$ cat config.mk
export PLATFORM = sky130hd
export DESIGN_NAME = deserializer_framed
export DESIGN_NICKNAME = d
export VERILOG_FILES = /design/src/rtl/deserializer_framed.sv
export SDC_FILE = /design/constraint.sdc
export NUM_CORES = 1
export LEC_CHECK = 0
export CAP_MARGIN = 0
export CORE_MARGIN = 2
export CORE_UTILIZATION = 50
export DETAILED_ROUTE_END_ITERATION = 6
export MAX_ROUTING_LAYER = met4
export PLACE_DENSITY = 0.8
export SLEW_MARGIN = 20
export SYNTH_ARGS = -nofsm -noshare
export SYNTH_HDL_FRONTEND = slang
export SYNTH_SLANG_ARGS = --single-unit
$ cat constraint.sdc
create_clock -name clk_i -period 2.36 [get_ports clk_i]
set_input_delay 0.472 -clock clk_i [delete_from_list [all_inputs] [get_ports clk_i]]
set_output_delay 0.472 -clock clk_i [all_outputs]
set_load 0.05 [all_outputs]
$ cat src/rtl/deserializer_framed.sv
// Serial-to-parallel framer: captures en-delimited frames, checks preamble and
// optional even parity, and queues packed records behind a valid/ready FIFO.
module deserializer_framed #(
    parameter int                        PRL_DATA_WIDTH = 10,
    parameter int                        PREAMBLE_WIDTH = 4,
    parameter logic [PREAMBLE_WIDTH-1:0] PREAMBLE       = 4'b1010,
    parameter int                        PARITY_EN      = 0,
    parameter int                        BIT_ORDER      = 0,
    parameter int                        FIFO_DEPTH     = 4,
    parameter int                        DROP_CNT_WIDTH = 8
) (
    input  logic                      clk_i,
    input  logic                      rst_i,
    input  logic                      ser_data_i,
    input  logic                      ser_data_en_i,
    output logic [PRL_DATA_WIDTH-1:0] prl_data_o,
    output logic [PRL_DATA_WIDTH-1:0] prl_data_mask_o,
    output logic [3:0]                prl_err_o,
    output logic                      prl_valid_o,
    input  logic                      prl_ready_i,
    output logic [DROP_CNT_WIDTH-1:0] drop_cnt_o
);
    localparam int W     = PRL_DATA_WIDTH;
    localparam int BUF_W = W + ((PARITY_EN != 0) ? 1 : 0);
    localparam int CW    = $clog2(BUF_W + 2);
    localparam int PCW   = $clog2(PREAMBLE_WIDTH + 1);
    localparam int AW    = $clog2(FIFO_DEPTH);

    localparam logic [CW-1:0] BUF_CNT = CW'(BUF_W);
    localparam logic [CW-1:0] W_CNT   = CW'(W);
    localparam logic [AW:0]   PTR_ONE = 1;

    typedef enum logic [1:0] {IDLE, PREAMB, BODY} state_t;

    typedef struct packed {
        logic [W-1:0] data;
        logic [W-1:0] mask;
        logic [3:0]   err;
    } rec_t;

    state_t                    state, state_nxt;
    logic [PCW-1:0]            pre_cnt;
    logic [PREAMBLE_WIDTH-1:0] pre_exp;
    logic                      pre_err;
    logic [CW-1:0]             body_cnt;
    logic [W-1:0]              body_buf;
    logic                      body_xor;

    logic                      frame_end;
    logic [CW-1:0]             n_data;
    logic                      overflow;
    logic [W-1:0]              rec_data, rec_mask;
    logic [3:0]                rec_err;

    rec_t                      mem [FIFO_DEPTH];
    rec_t                      head;
    logic [AW:0]               wr_ptr, rd_ptr;
    logic                      empty, full, pop, wr_en;

    always_ff @(posedge clk_i) begin
        if (!rst_i) state <= IDLE;
        else        state <= state_nxt;
    end

    always_comb begin
        state_nxt = state;
        case (state)
            IDLE: begin
                if (ser_data_en_i) begin
                    if (PREAMBLE_WIDTH == 1) state_nxt = BODY;
                    else                     state_nxt = PREAMB;
                end
            end
            PREAMB: begin
                if (!ser_data_en_i)                             state_nxt = IDLE;
                else if (pre_cnt == PCW'(PREAMBLE_WIDTH - 1))   state_nxt = BODY;
            end
            BODY: begin
                if (!ser_data_en_i) state_nxt = IDLE;
            end
            default: state_nxt = IDLE;
        endcase
    end

    // Body bits are kept in arrival order (bit i = i-th body bit); the parity
    // bit only contributes to the running XOR, never to the stored data.
    always_ff @(posedge clk_i) begin
        if (!rst_i) begin
            pre_cnt  <= '0;
            pre_exp  <= '0;
            pre_err  <= 1'b0;
            body_cnt <= '0;
            body_buf <= '0;
            body_xor <= 1'b0;
        end else if (ser_data_en_i) begin
            if (state == IDLE) begin
                pre_cnt  <= PCW'(1);
                pre_err  <= (ser_data_i != PREAMBLE[PREAMBLE_WIDTH-1]);
                pre_exp  <= PREAMBLE << 1;
                body_cnt <= '0;
                body_buf <= '0;
                body_xor <= 1'b0;
            end else if (state == PREAMB) begin
                pre_cnt  <= pre_cnt + PCW'(1);
                pre_err  <= pre_err | (ser_data_i != pre_exp[PREAMBLE_WIDTH-1]);
                pre_exp  <= pre_exp << 1;
            end else begin
                if (body_cnt < W_CNT)    body_buf <= body_buf | (W'(ser_data_i) << body_cnt);
                if (body_cnt <= BUF_CNT) body_cnt <= body_cnt + CW'(1);
                body_xor <= body_xor ^ ser_data_i;
            end
        end
    end

    assign frame_end = (state != IDLE) && !ser_data_en_i;

    // NOTE: every variable written here gets a default first, so no latches.
    always_comb begin
        n_data = body_cnt;
        if ((PARITY_EN != 0) && (body_cnt != '0)) n_data = body_cnt - CW'(1);
        overflow = (body_cnt > BUF_CNT);
        rec_data = '0;
        rec_mask = '0;
        rec_err  = '0;
        for (int i = 0; i < W; i++) begin
            if (overflow || (CW'(i) < n_data)) begin
                if (BIT_ORDER != 0) begin
                    rec_mask[i] = 1'b1;
                    rec_data[i] = body_buf[i];
                end else begin
                    rec_mask[W-1-i] = 1'b1;
                    rec_data[W-1-i] = body_buf[i];
                end
            end
        end
        if (state == PREAMB) begin
            rec_err  = {1'b1, 2'b00, pre_err};
            rec_data = '0;
            rec_mask = '0;
        end else if (pre_err) begin
            rec_err  = 4'b0001;
            rec_data = '0;
            rec_mask = '0;
        end else if (n_data == '0) begin
            rec_err  = 4'b1000;
            rec_data = '0;
            rec_mask = '0;
        end else if (overflow) begin
            rec_err  = 4'b0010;
        end else begin
            rec_err[2] = (PARITY_EN != 0) && body_xor;
        end
    end

    assign empty = (wr_ptr == rd_ptr);
    assign full  = (wr_ptr[AW] != rd_ptr[AW]) && (wr_ptr[AW-1:0] == rd_ptr[AW-1:0]);
    assign pop   = !empty && prl_ready_i;
    assign wr_en = frame_end && (!full || pop);

    // NOTE: the storage array is not reset; outputs are gated by empty instead.
    always_ff @(posedge clk_i) begin
        if (wr_en) mem[wr_ptr[AW-1:0]] <= {rec_data, rec_mask, rec_err};
    end

    always_ff @(posedge clk_i) begin
        if (!rst_i) begin
            wr_ptr     <= '0;
            rd_ptr     <= '0;
            drop_cnt_o <= '0;
        end else begin
            if (wr_en) wr_ptr <= wr_ptr + PTR_ONE;
            if (pop)   rd_ptr <= rd_ptr + PTR_ONE;
            if (frame_end && full && !pop && (drop_cnt_o != '1))
                drop_cnt_o <= drop_cnt_o + DROP_CNT_WIDTH'(1);
        end
    end

    assign head            = mem[rd_ptr[AW-1:0]];
    assign prl_valid_o     = !empty;
    assign prl_data_o      = empty ? '0 : head.data;
    assign prl_data_mask_o = empty ? '0 : head.mask;
    assign prl_err_o       = empty ? '0 : head.err;

endmodule
==> flow_summary.yaml, run 1 <==
timing:
  timing.hold.ws_ns: 0.464
  timing.final.setup_violations: 23
  finalHoldViolCount: 0
  highest_clock_rate_mhz: 408
  grt_setup_unrepaired: "yes"
  final.setup.worst_slack_ns: -0.0880
  totalNegativeSetupSlack_ns: -1.70
  min_period_over_period: 1.04
  worstMarginPinSlew_ns: 0.584
  timing.max_slew.rel_slack: 0.609
  finalClockSkew_ns: 0.00904
  finalCriticalPeriod_ns: 2.45
  slew_violations: 0
worst_setup_path:
  r2r_start: "body_cnt[1]$_SDFFE_PN0P_"
  endpoint_kind: "primary output"
  r2r_end: "mem[0][12]$_DFFE_PP_"
  ff2ff_setup_slack_ns: 0.43
  crit_path_max_fanout: 24
  cp.required_ns: 1.89
  critPathKind: "flip-flop to primary output"
  critPathArrivalTime_ns: 1.98
  timing.critical_path.from_type: "flip-flop"
  r2r.worst_path.cells: 4
global_routing:
  grt_pass1_wl_um: 18000
  antenna_found_initial: 0
  grt_pass1_vias: 3355
  grt_start_max_net_pins: 25
  grt_usage: 0.214
  grt_overflow: 0
min_path:
  holdCritPathClass: "flip-flop to flip-flop"
  worstHoldPathCells: 2
  hold_path_startpoint: "body_buf[8]$_SDFFE_PN0P_"
  whs_endpoint: "body_buf[8]$_SDFFE_PN0P_"
floorplan:
  initial_core_util: 0.511
  placement_rows: 38
  die_x_um: 109
  die_h_um: 109
  floorplan.io_pins: 38
  core_area_um2: 10800
  die_area_um2: 11900
yosys:
  synth-edff-count: 92
  post_synth_num_cell_types: 47
  seq_area_frac_synth: 0.636
  postSynthCellCount: 384
  async_flop_share: 0
  yosysWarningCount: 0
  syn_nets: 400
  mappedNetlistArea_um2: 5540
  yosys_register_bits: 130
  ys_dominant_reg_cell: "sky130_fd_sc_hd__edfxtp_1"
  avgSynthCellArea_um2: 14.4
placement:
  place_hpwl_um: 6310
  port-buffer-count: 36
  gp_congestion: 0.870
  placed_insts: 557
cells_and_area:
  layout.cells.non_filler: 593
  post_route_core_utilization: 0.648
  drive_above_1_share: 0.307
  flow.area_growth_from_synthesis_pct: 26.8
  antenna_cells: 0
  layout.nets: 456
clock_network:
  cts_buffers: 17
  tritoncts: "yes"
  clock_tree.buffer_depth: 2
  clock_input_transition_at_the_sequential_cells_of_the_worst_setup_and_hold_paths_ns: 0.06
  cts.root.buffer_cell: "sky130_fd_sc_hd__clkbuf_8"
  cts-hold-fix-buffers: 0
  numClockSinks: 130
  worst_skew_pair.late_latency_ns: 0.52
  htreeDepth: 4
status:
  failed_checks: "negative setup slack"
  outcome: "finished, violations left"
drt:
  remaining_drc_errors: 0
  drt_pre_antenna_iters: 6
  route.final.wire_length_um: 11000
  vias: 3315
  via_per_inst: 5.59
  routedWlPerCell_um: 18.5
  drt.antenna.violating_nets: 0
  drt_iter0_drc: 213
power_and_ir_drop:
  power_leakage_nw: 2.46
  powerDensity_nw_per_um2: 823
  power.ir.vdd_worst_mv: 0.519
job:
  max_cap_violations: 0
[cell families after synthesis]
logic type                 Yosys count  synth area share
DFF                                130             0.636
and+or+nand+nor                    124             0.133
xor gates and xnor gates            10            0.0172
buffers and inverters               31            0.0230
AOI/OAI and AO/OA                   43            0.0520
other                                1          0.000677
adders and majority gates           11            0.0248
muxes                               34             0.113
[sequential cells by signal, summed over array words and instances, names as in the netlist, named ones only]
signal,cells
body_cnt,4
pre_exp,2
body_buf,10
wr_ptr,3
pre_err,1
state,2
rd_ptr,3
drop_cnt_o,8
mem,92
pre_cnt,3
[layer usage]
layer	wire length, µm	vias to the layer above	GRT usage
li1	-	1544	-
met1	4480	1639	0.262
met2	5670	116	0.345
met3	650	16	0.0526
met4	197	0	0.0832
met5	0	-	-
[cell type report]
type,count,area (µm²)
clock buffer,18,418
clock inverter,14,154
fill,749,3820
inverter,14,52.6
multi-input combinational,223,1960
sequential,130,3530
tap,140,175
timing repair buffer,54,728
[power by group]
group	switching, mW	internal (mW)	total, mW
clock	0.986	1.51	2.50
sequential	0.0293	2.45	2.48
combinational	0.420	0.375	0.795
[Yosys cell counts, types with 3 or more instances]
cell type | number | share of area
sky130_fd_sc_hd__ha_1 | 11 | 0.025
sky130_fd_sc_hd__dfxtp_1 | 38 | 0.14
sky130_fd_sc_hd__buf_2 | 6 | 0.0054
sky130_fd_sc_hd__clkbuf_1 | 10 | 0.0068
sky130_fd_sc_hd__nand2_1 | 18 | 0.012
sky130_fd_sc_hd__and3_1 | 6 | 0.0068
sky130_fd_sc_hd__nand3_1 | 8 | 0.0072
sky130_fd_sc_hd__mux4_2 | 23 | 0.094
sky130_fd_sc_hd__inv_1 | 14 | 0.0095
sky130_fd_sc_hd__xnor2_1 | 7 | 0.011
sky130_fd_sc_hd__nor4b_2 | 3 | 0.0081
sky130_fd_sc_hd__o21ai_0 | 4 | 0.0036
sky130_fd_sc_hd__mux2i_1 | 11 | 0.020
sky130_fd_sc_hd__nor3_1 | 6 | 0.0054
sky130_fd_sc_hd__a21oi_1 | 17 | 0.015
sky130_fd_sc_hd__nor2b_1 | 4 | 0.0045
sky130_fd_sc_hd__nor2_1 | 20 | 0.014
sky130_fd_sc_hd__edfxtp_1 | 92 | 0.50
sky130_fd_sc_hd__a21boi_0 | 3 | 0.0041
sky130_fd_sc_hd__and2_1 | 35 | 0.040
sky130_fd_sc_hd__nand2b_1 | 12 | 0.014
sky130_fd_sc_hd__nor4_2 | 3 | 0.0068
[worst max-delay path: stages, from the launching register on]
cell and delay (ns):
sky130_fd_sc_hd__dfxtp_2 0.35, sky130_fd_sc_hd__xor2_1 0.19, sky130_fd_sc_hd__or3_4 0.41, sky130_fd_sc_hd__buf_12 0.17, sky130_fd_sc_hd__and2_4 0.17, sky130_fd_sc_hd__buf_8 0.14
[worst max-delay path by stage]
| stage | startpoint | to | slack (ns) |
|---|---|---|---|
| floorplan | rd_ptr[2]$_SDFFE_PN0P_ | prl_data_mask_o[2] | 0.23 |
| global placement | ser_data_en_i | mem[3][6]$_DFFE_PP_ | 0.28 |
| detailed placement | ser_data_en_i | mem[3][18]$_DFFE_PP_ | 0.26 |
| CTS | flip-flop | prl_data_o[7] | -0.11 |
| global route | flip-flop | prl_data_o[6] | -0.14 |
| finish | wr_ptr[0]$_SDFFE_PN0P_ | prl_err_o[1] | -0.09 |
[cell usage in the layout, fill, tap and decap left out, drive strengths merged, types with 12 or more instances in the layout]
cell / n
a21oi: 17
and2: 35
buf: 42
clkbuf: 18
dfxtp: 38
edfxtp: 92
inv: 18
mux4: 23
nand2: 18
nand2b: 12
nor2: 20
[through the flow]
| stage | power (mW) | instance area, µm² | worst slack [ns] |
|---|---|---|---|
| 2_1_floorplan | 2.95 | 5540 | 0.227 |
| 6_report | 5.78 | 7020 | -0.0880 |
| 3_3_place_gp | 3.13 | 6130 | 0.281 |
| 4_1_cts | 5.83 | 7050 | -0.107 |
| 3_5_place_dp | 3.14 | 6130 | 0.258 |
| 5_1_grt | 5.95 | 7020 | -0.141 |
[repair_timing]
action	in CTS	in global routing
gates cloned	3	0
pin swaps	9	5
setup buffers	3	0
setup endpoints to repair	24	24
gates resized for setup	74	6
hold endpoints to repair	0	0
Note: power is estimated with default switching activity, not from simulation.
==> run 2: changes to the inputs <==
--- a/config.mk
+++ b/config.mk
@@ -11,6 +11,7 @@
 export DETAILED_ROUTE_END_ITERATION = 6
 export MAX_ROUTING_LAYER = met4
 export PLACE_DENSITY = 0.8
+export SKIP_CTS_REPAIR_TIMING = 1
 export SLEW_MARGIN = 20
 export SYNTH_ARGS = -nofsm -noshare
 export SYNTH_HDL_FRONTEND = slang
==> constraint.sdc (replaced) <==
create_clock -name clk_i -period 2.36 [get_ports clk_i]
set_input_delay 0.472 -clock clk_i [delete_from_list [all_inputs] [get_ports clk_i]]
set_output_delay 0.472 -clock clk_i [all_outputs]
set_load 0.005 [all_outputs]
==> flow_summary.yaml, run 2 (synthesized netlist as in run 1, its figures left out) <==
clock_network:
  cts.root.buffer_cell: "sky130_fd_sc_hd__clkbuf_8"
  tritoncts: "yes"
  worst_skew_pair.late_latency_ns: 0.52
  clock_tree.buffer_depth: 2
  numClockSinks: 130
  clock_input_transition_at_the_sequential_cells_of_the_worst_setup_and_hold_paths_ns: 0.06
  cts_buffers: 17
  htreeDepth: 4
placement:
  port-buffer-count: 36
  placed_insts: 566
  gp_congestion: 0.881
  place_hpwl_um: 6650
timing:
  finalClockSkew_ns: 0.00700
  slew_violations: 0
  min_period_over_period: 1.07
  timing.hold.ws_ns: 0.473
  grt_setup_unrepaired: "yes"
  finalCriticalPeriod_ns: 2.54
  finalHoldViolCount: 0
  final.setup.worst_slack_ns: -0.176
  highest_clock_rate_mhz: 394
  timing.final.setup_violations: 23
  worstMarginPinSlew_ns: 0.629
  timing.max_slew.rel_slack: 0.577
worst_setup_path:
  critical_path.top_delay_family: "multiplexers"
  slowest_stage: "sky130_fd_sc_hd__mux4_2"
  r2r.worst_path.cells: 4
  cp_cell_sequence: "clkbuf_16 > buf_6 > buf_6 > mux4_2 > and2_4 > buf_6"
  ff2ff_setup_slack_ns: 0.43
  r2r_start: "state[1]$_SDFFE_PN0P_"
  critPathArrivalTime_ns: 2.06
  endpoint_kind: "primary output"
  worst-path-buf-inv: 4
  crit_path_max_fanout: 5
  cp_common_cell: "sky130_fd_sc_hd__buf_6"
  r2r_end: "mem[3][17]$_DFFE_PP_"
  critPathKind: "flip-flop to primary output"
  timing.critical_path.slowest_cell_delay_ns: 0.50
  timing.critical_path.from_type: "flip-flop"
  cp.required_ns: 1.89
cells_and_area:
  fill_cells: 715
  flow.area_growth_from_synthesis_pct: 31.9
  final_common_cell: "sky130_fd_sc_hd__edfxtp_1"
  layout.nets: 489
  post_route_core_utilization: 0.674
  largest_register_ffs: 92
  antenna_cells: 0
  layout.cells.non_filler: 625
  most-common-layout-cells: "92 x sky130_fd_sc_hd__edfxtp_1, 33 x sky130_fd_sc_hd__dfxtp_1, 26 x sky130_fd_sc_hd__buf_4"
  drive_above_1_share: 0.344
status:
  failed_checks: "negative setup slack"
  outcome: "finished, violations left"
min_path:
  whs_endpoint: "pre_exp[3]$_SDFFE_PN0P_"
  hold_path_startpoint: "pre_exp[3]$_SDFFE_PN0P_"
  holdCritPathClass: "flip-flop to flip-flop"
  worstHoldPathCells: 2
global_routing:
  grt_pass1_vias: 3446
  grt_overflow: 0
  grt_pass1_wl_um: 17900
  grt_usage: 0.209
  antenna_found_initial: 0
  grt_start_max_net_pins: 35
floorplan:
  die_area_um2: 11900
  die_x_um: 109
  placement_rows: 38
  die_h_um: 109
  initial_core_util: 0.511
  core_area_um2: 10800
  floorplan.io_pins: 38
drt:
  vias: 3545
  drt.antenna.violating_nets: 0
  drt_pre_antenna_iters: 7
  remaining_drc_errors: 0
  drt_iter0_drc: 302
  route.final.wire_length_um: 12400
  routedWlPerCell_um: 19.9
  via_per_inst: 5.67
job:
  max_cap_violations: 0
power_and_ir_drop:
  powerDensity_nw_per_um2: 835
  power.ir.vdd_worst_mv: 0.526
  power_leakage_nw: 2.66
==> run 2: final cells by class <==
type                       instances  area (µm²)  area share
clock buffer                      17         414      0.0567
clock inverter                    14         253      0.0346
inverter                          14        52.6     0.00719
multi-input combinational        223        1960       0.268
sequential                       130        3540       0.484
tap                              140         175      0.0240
timing repair buffer              87         913       0.125
==> run 2: worst max path at each step <==
| stage | startpoint | end | slack [ns] | cells after the start |
|---|---|---|---|---|
| finish | flip-flop | prl_data_o[2] | -0.18 | 6 |
| global route | flip-flop | prl_data_o[2] | -0.22 | 6 |
| CTS | flip-flop | prl_data_mask_o[7] | -0.44 | 4 |
| detailed placement | flip-flop | prl_data_mask_o[7] | 0.12 | 4 |
| global placement | rd_ptr[1]$_SDFFE_PN0P_ | prl_data_mask_o[9] | 0.17 | 5 |
| floorplan | ser_data_en_i | mem[3][0]$_DFFE_PP_ | 0.25 | 3 |
==> run 2: tightest hold or removal path, delay by kind of cell, from the launching register on <==
kind / cells / cell delay, ns
flip-flops: 1 / 0.31
AND/OR/NAND/NOR: 1 / 0.05
AO/OA/AOI/OAI: 1 / 0.07
==> run 2: power by group <==
part / leakage, nW / switching [mW] / internal (mW)
combinational: 1.21 / 0.272 / 0.402
clock: 0.325 / 1.00 / 1.94
sequential: 1.13 / 0.0272 / 2.45
==> run 2: metal layers <==
metal  GRT usage  up-vias  wire, µm
li1            -     1609         -
met1       0.249     1773      4960
met2       0.341      138      6400
met3      0.0574       25       832
met4      0.0778        0       243
met5           -        -         0
==> run 2: stage by stage <==
step / area [µm²] / TNS, ns / setup slack [ns] / power [mW]
4_1_cts: 6910 / -9.47 / -0.444 / 5.88
5_1_grt: 7310 / -2.93 / -0.219 / 6.25
3_5_place_dp: 6250 / 0 / 0.124 / 2.97
3_3_place_gp: 6250 / 0 / 0.166 / 2.95
6_report: 7310 / -1.98 / -0.176 / 6.10
2_1_floorplan: 5540 / 0 / 0.249 / 2.76
==> run 3: changes to the inputs <==
--- a/config.mk
+++ b/config.mk
@@ -5,7 +5,8 @@
 export SDC_FILE = /design/constraint.sdc
 export NUM_CORES = 1
 export LEC_CHECK = 0
-export CAP_MARGIN = 0
+export ABC_AREA = 1
+export CAP_MARGIN = 20
 export CORE_MARGIN = 2
 export CORE_UTILIZATION = 50
 export DETAILED_ROUTE_END_ITERATION = 6
==> flow_summary.yaml, run 3 <==
status:
  outcome: "finished, violations left"
  failed_checks: "negative setup slack"
timing:
  finalClockSkew_ns: 0.0140
  highest_clock_rate_mhz: 401
  finalCriticalPeriod_ns: 2.50
  finalHoldViolCount: 0
  totalNegativeSetupSlack_ns: -0.885
  timing.max_slew.rel_slack: 0.579
  grt_setup_unrepaired: "yes"
  timing.final.setup_violations: 10
  min_period_over_period: 1.06
  worstMarginPinSlew_ns: 0.627
  final.setup.worst_slack_ns: -0.135
  slew_violations: 0
yosys:
  yosys_register_bits: 130
  synth.top_cells.by_count: "115 x sky130_fd_sc_hd__nor2_1, 92 x sky130_fd_sc_hd__edfxtp_1, 79 x sky130_fd_sc_hd__nand2_1, 63 x sky130_fd_sc_hd__inv_1, 39 x sky130_fd_sc_hd__o21ai_0"
  synth.top_cell.area_share: 0.488
  post_synth_and_or_nand_nor_area_fraction: 0.172
  yosysWarningCount: 0
  ys_dominant_reg_cell: "sky130_fd_sc_hd__edfxtp_1"
  dominant_combinational_cell_family_by_area_after_synthesis: "simple AND/OR/NAND/NOR gates"
  seq_area_frac_synth: 0.622
  synth-compound-area-share: 0.106
  avgSynthCellArea_um2: 9.97
  synth-edff-count: 92
  synth_xor_xnor_area_share: 0.0108
  main_area_contributors_after_synthesis: "sky130_fd_sc_hd__edfxtp_1 49%, sky130_fd_sc_hd__dfxtp_1 13%, sky130_fd_sc_hd__nor2_1 7.6%"
  synth_fa_ha_area_frac: 0.0243
  async_flop_share: 0
  post_synth_num_cell_types: 36
  syn_nets: 584
  synth_largest_area_cell: "sky130_fd_sc_hd__edfxtp_1"
  synth_mux_area_frac: 0
  synth.most_common_cell: "sky130_fd_sc_hd__nor2_1"
  postSynthCellCount: 568
  mappedNetlistArea_um2: 5660
worst_setup_path:
  timing.critical_path.from_type: "flip-flop"
  slowest_stage: "sky130_fd_sc_hd__clkdlybuf4s50_1"
  r2r.worst_path.cells: 5
  endpoint_kind: "primary output"
  cp_cell_sequence: "buf_6 > nor2_1 > o32ai_1 > nand2_1 > inv_1 > clkdlybuf4s50_1"
  ff2ff_setup_slack_ns: 0.34
  critPathArrivalTime_ns: 2.02
  worst-path-buf-inv: 3
  critical_path.top_delay_family: "buffers and inverters"
  r2r_start: "body_cnt[1]$_SDFFE_PN0P_"
  crit_path_max_fanout: 14
  cp.required_ns: 1.89
  timing.critical_path.slowest_cell_delay_ns: 0.49
  critPathKind: "flip-flop to primary output"
  r2r_end: "mem[0][21]$_DFFE_PP_"
global_routing:
  grt_pass1_wl_um: 19000
  grt_usage: 0.202
  antenna_found_initial: 0
  grt_pass1_vias: 3977
  grt_overflow: 0
  grt_start_max_net_pins: 47
placement:
  port-buffer-count: 36
  placement.setup.worst_slack_ns: 0.183
  gp_congestion: 0.965
  placed_area_um2: 6300
  placed_insts: 736
  place_hpwl_um: 7180
min_path:
  holdCritPathClass: "flip-flop to flip-flop"
  hold_path_startpoint: "body_buf[3]$_SDFFE_PN0P_"
  worstHoldPathCells: 2
  whs_endpoint: "body_buf[3]$_SDFFE_PN0P_"
drt:
  drt_iter0_drc: 370
  via_per_inst: 5.49
  route.final.wire_length_um: 13000
  drt.antenna.violating_nets: 0
  drt_pre_antenna_iters: 5
  vias: 4258
  routedWlPerCell_um: 16.7
  remaining_drc_errors: 0
cells_and_area:
  drive_above_1_share: 0.154
  most-common-layout-cells: "111 x sky130_fd_sc_hd__nor2_1, 92 x sky130_fd_sc_hd__edfxtp_1, 77 x sky130_fd_sc_hd__nand2_1"
  flow.area_growth_from_synthesis_pct: 27.5
  layout.cells.non_filler: 775
  layout.nets: 638
  design_area_um2: 7220
  fill_cells: 762
  antenna_cells: 0
  largest_register_ffs: 92
  post_route_core_utilization: 0.660
  final_common_cell: "sky130_fd_sc_hd__nor2_1"
power_and_ir_drop:
  powerDensity_nw_per_um2: 864
  power.ir.vdd_worst_mv: 0.535
  power_leakage_nw: 2.98
clock_network:
  cts_buffers: 17
  tritoncts: "yes"
  cts.root.buffer_cell: "sky130_fd_sc_hd__clkbuf_16"
  htreeDepth: 4
  clock_tree.buffer_depth: 2
  clock_input_transition_at_the_sequential_cells_of_the_worst_setup_and_hold_paths_ns: 0.06
  numClockSinks: 130
  worst_skew_pair.late_latency_ns: 0.42
floorplan:
  floorplan.io_pins: 38
  core_area_um2: 10900
  die_h_um: 110
  placement_rows: 38
  initial_core_util: 0.518
  die_x_um: 110
  die_area_um2: 12200
job:
  max_cap_violations: 0
-- run 3: worst max-delay path by stage --
stage / from / slack, ns / cells after the start / to
CTS: flip-flop / -0.29 / 7 / prl_data_mask_o[8]
global route: flip-flop / -0.24 / 7 / prl_data_mask_o[2]
floorplan: wr_ptr[1]$_SDFFE_PN0P_ / 0.15 / 7 / mem[1][0]$_DFFE_PP_
detailed placement: flip-flop / 0.18 / 7 / prl_data_mask_o[6]
finish: flip-flop / -0.14 / 6 / prl_data_mask_o[2]
global placement: flip-flop / 0.21 / 7 / prl_data_o[9]
-- run 3: tightest hold or removal path: stages (launching register included) --
cell	delay [ns]
sky130_fd_sc_hd__dfxtp_1	0.30
sky130_fd_sc_hd__inv_1	0.06
sky130_fd_sc_hd__a21oi_1	0.06
-- run 3: per-layer routing --
layer,wire length (µm),vias up,global-route usage
met3,789,30,0.0510
met1,5270,2030,0.233
li1,-,2020,-
met2,6590,178,0.321
met4,291,0,0.120
met5,0,-,-
-- run 3: cell type report --
cell class | count | area (µm²) | area share
Clock buffer | 17 | 425 | 0.0589
Inverter | 69 | 267 | 0.0369
Multi-Input combinational cell | 348 | 1900 | 0.263
Clock inverter | 15 | 190 | 0.0264
Sequential cell | 130 | 3540 | 0.490
Tap cell | 140 | 175 | 0.0243
Timing Repair Buffer | 56 | 723 | 0.100
-- run 3: metrics by stage --
stage | total power [mW] | hold WS [ns]
finish | 6.23 | 0.468
global route | 6.46 | 0.479
detailed placement | 3.36 | 0.445
global placement | 3.34 | 0.437
floorplan | 2.99 | 0.425
CTS | 6.04 | 0.463
-- run 3: cell families (layout without fill, tap and decap cells) --
family          Yosys count  count (layout)
flops                   130             130
compound gates           98              98
buf+inv                  90             157
simple gates            231             231
xor+xnor                  7               7
other cells               1               1
fa+ha+maj                11              11
-- run 3: power by group --
part	switching, mW	leakage (nW)	internal, mW
Combinational	0.519	1.52	0.500
Clock	0.954	0.292	1.75
Sequential	0.0401	1.17	2.47
Total	1.51	2.98	4.72
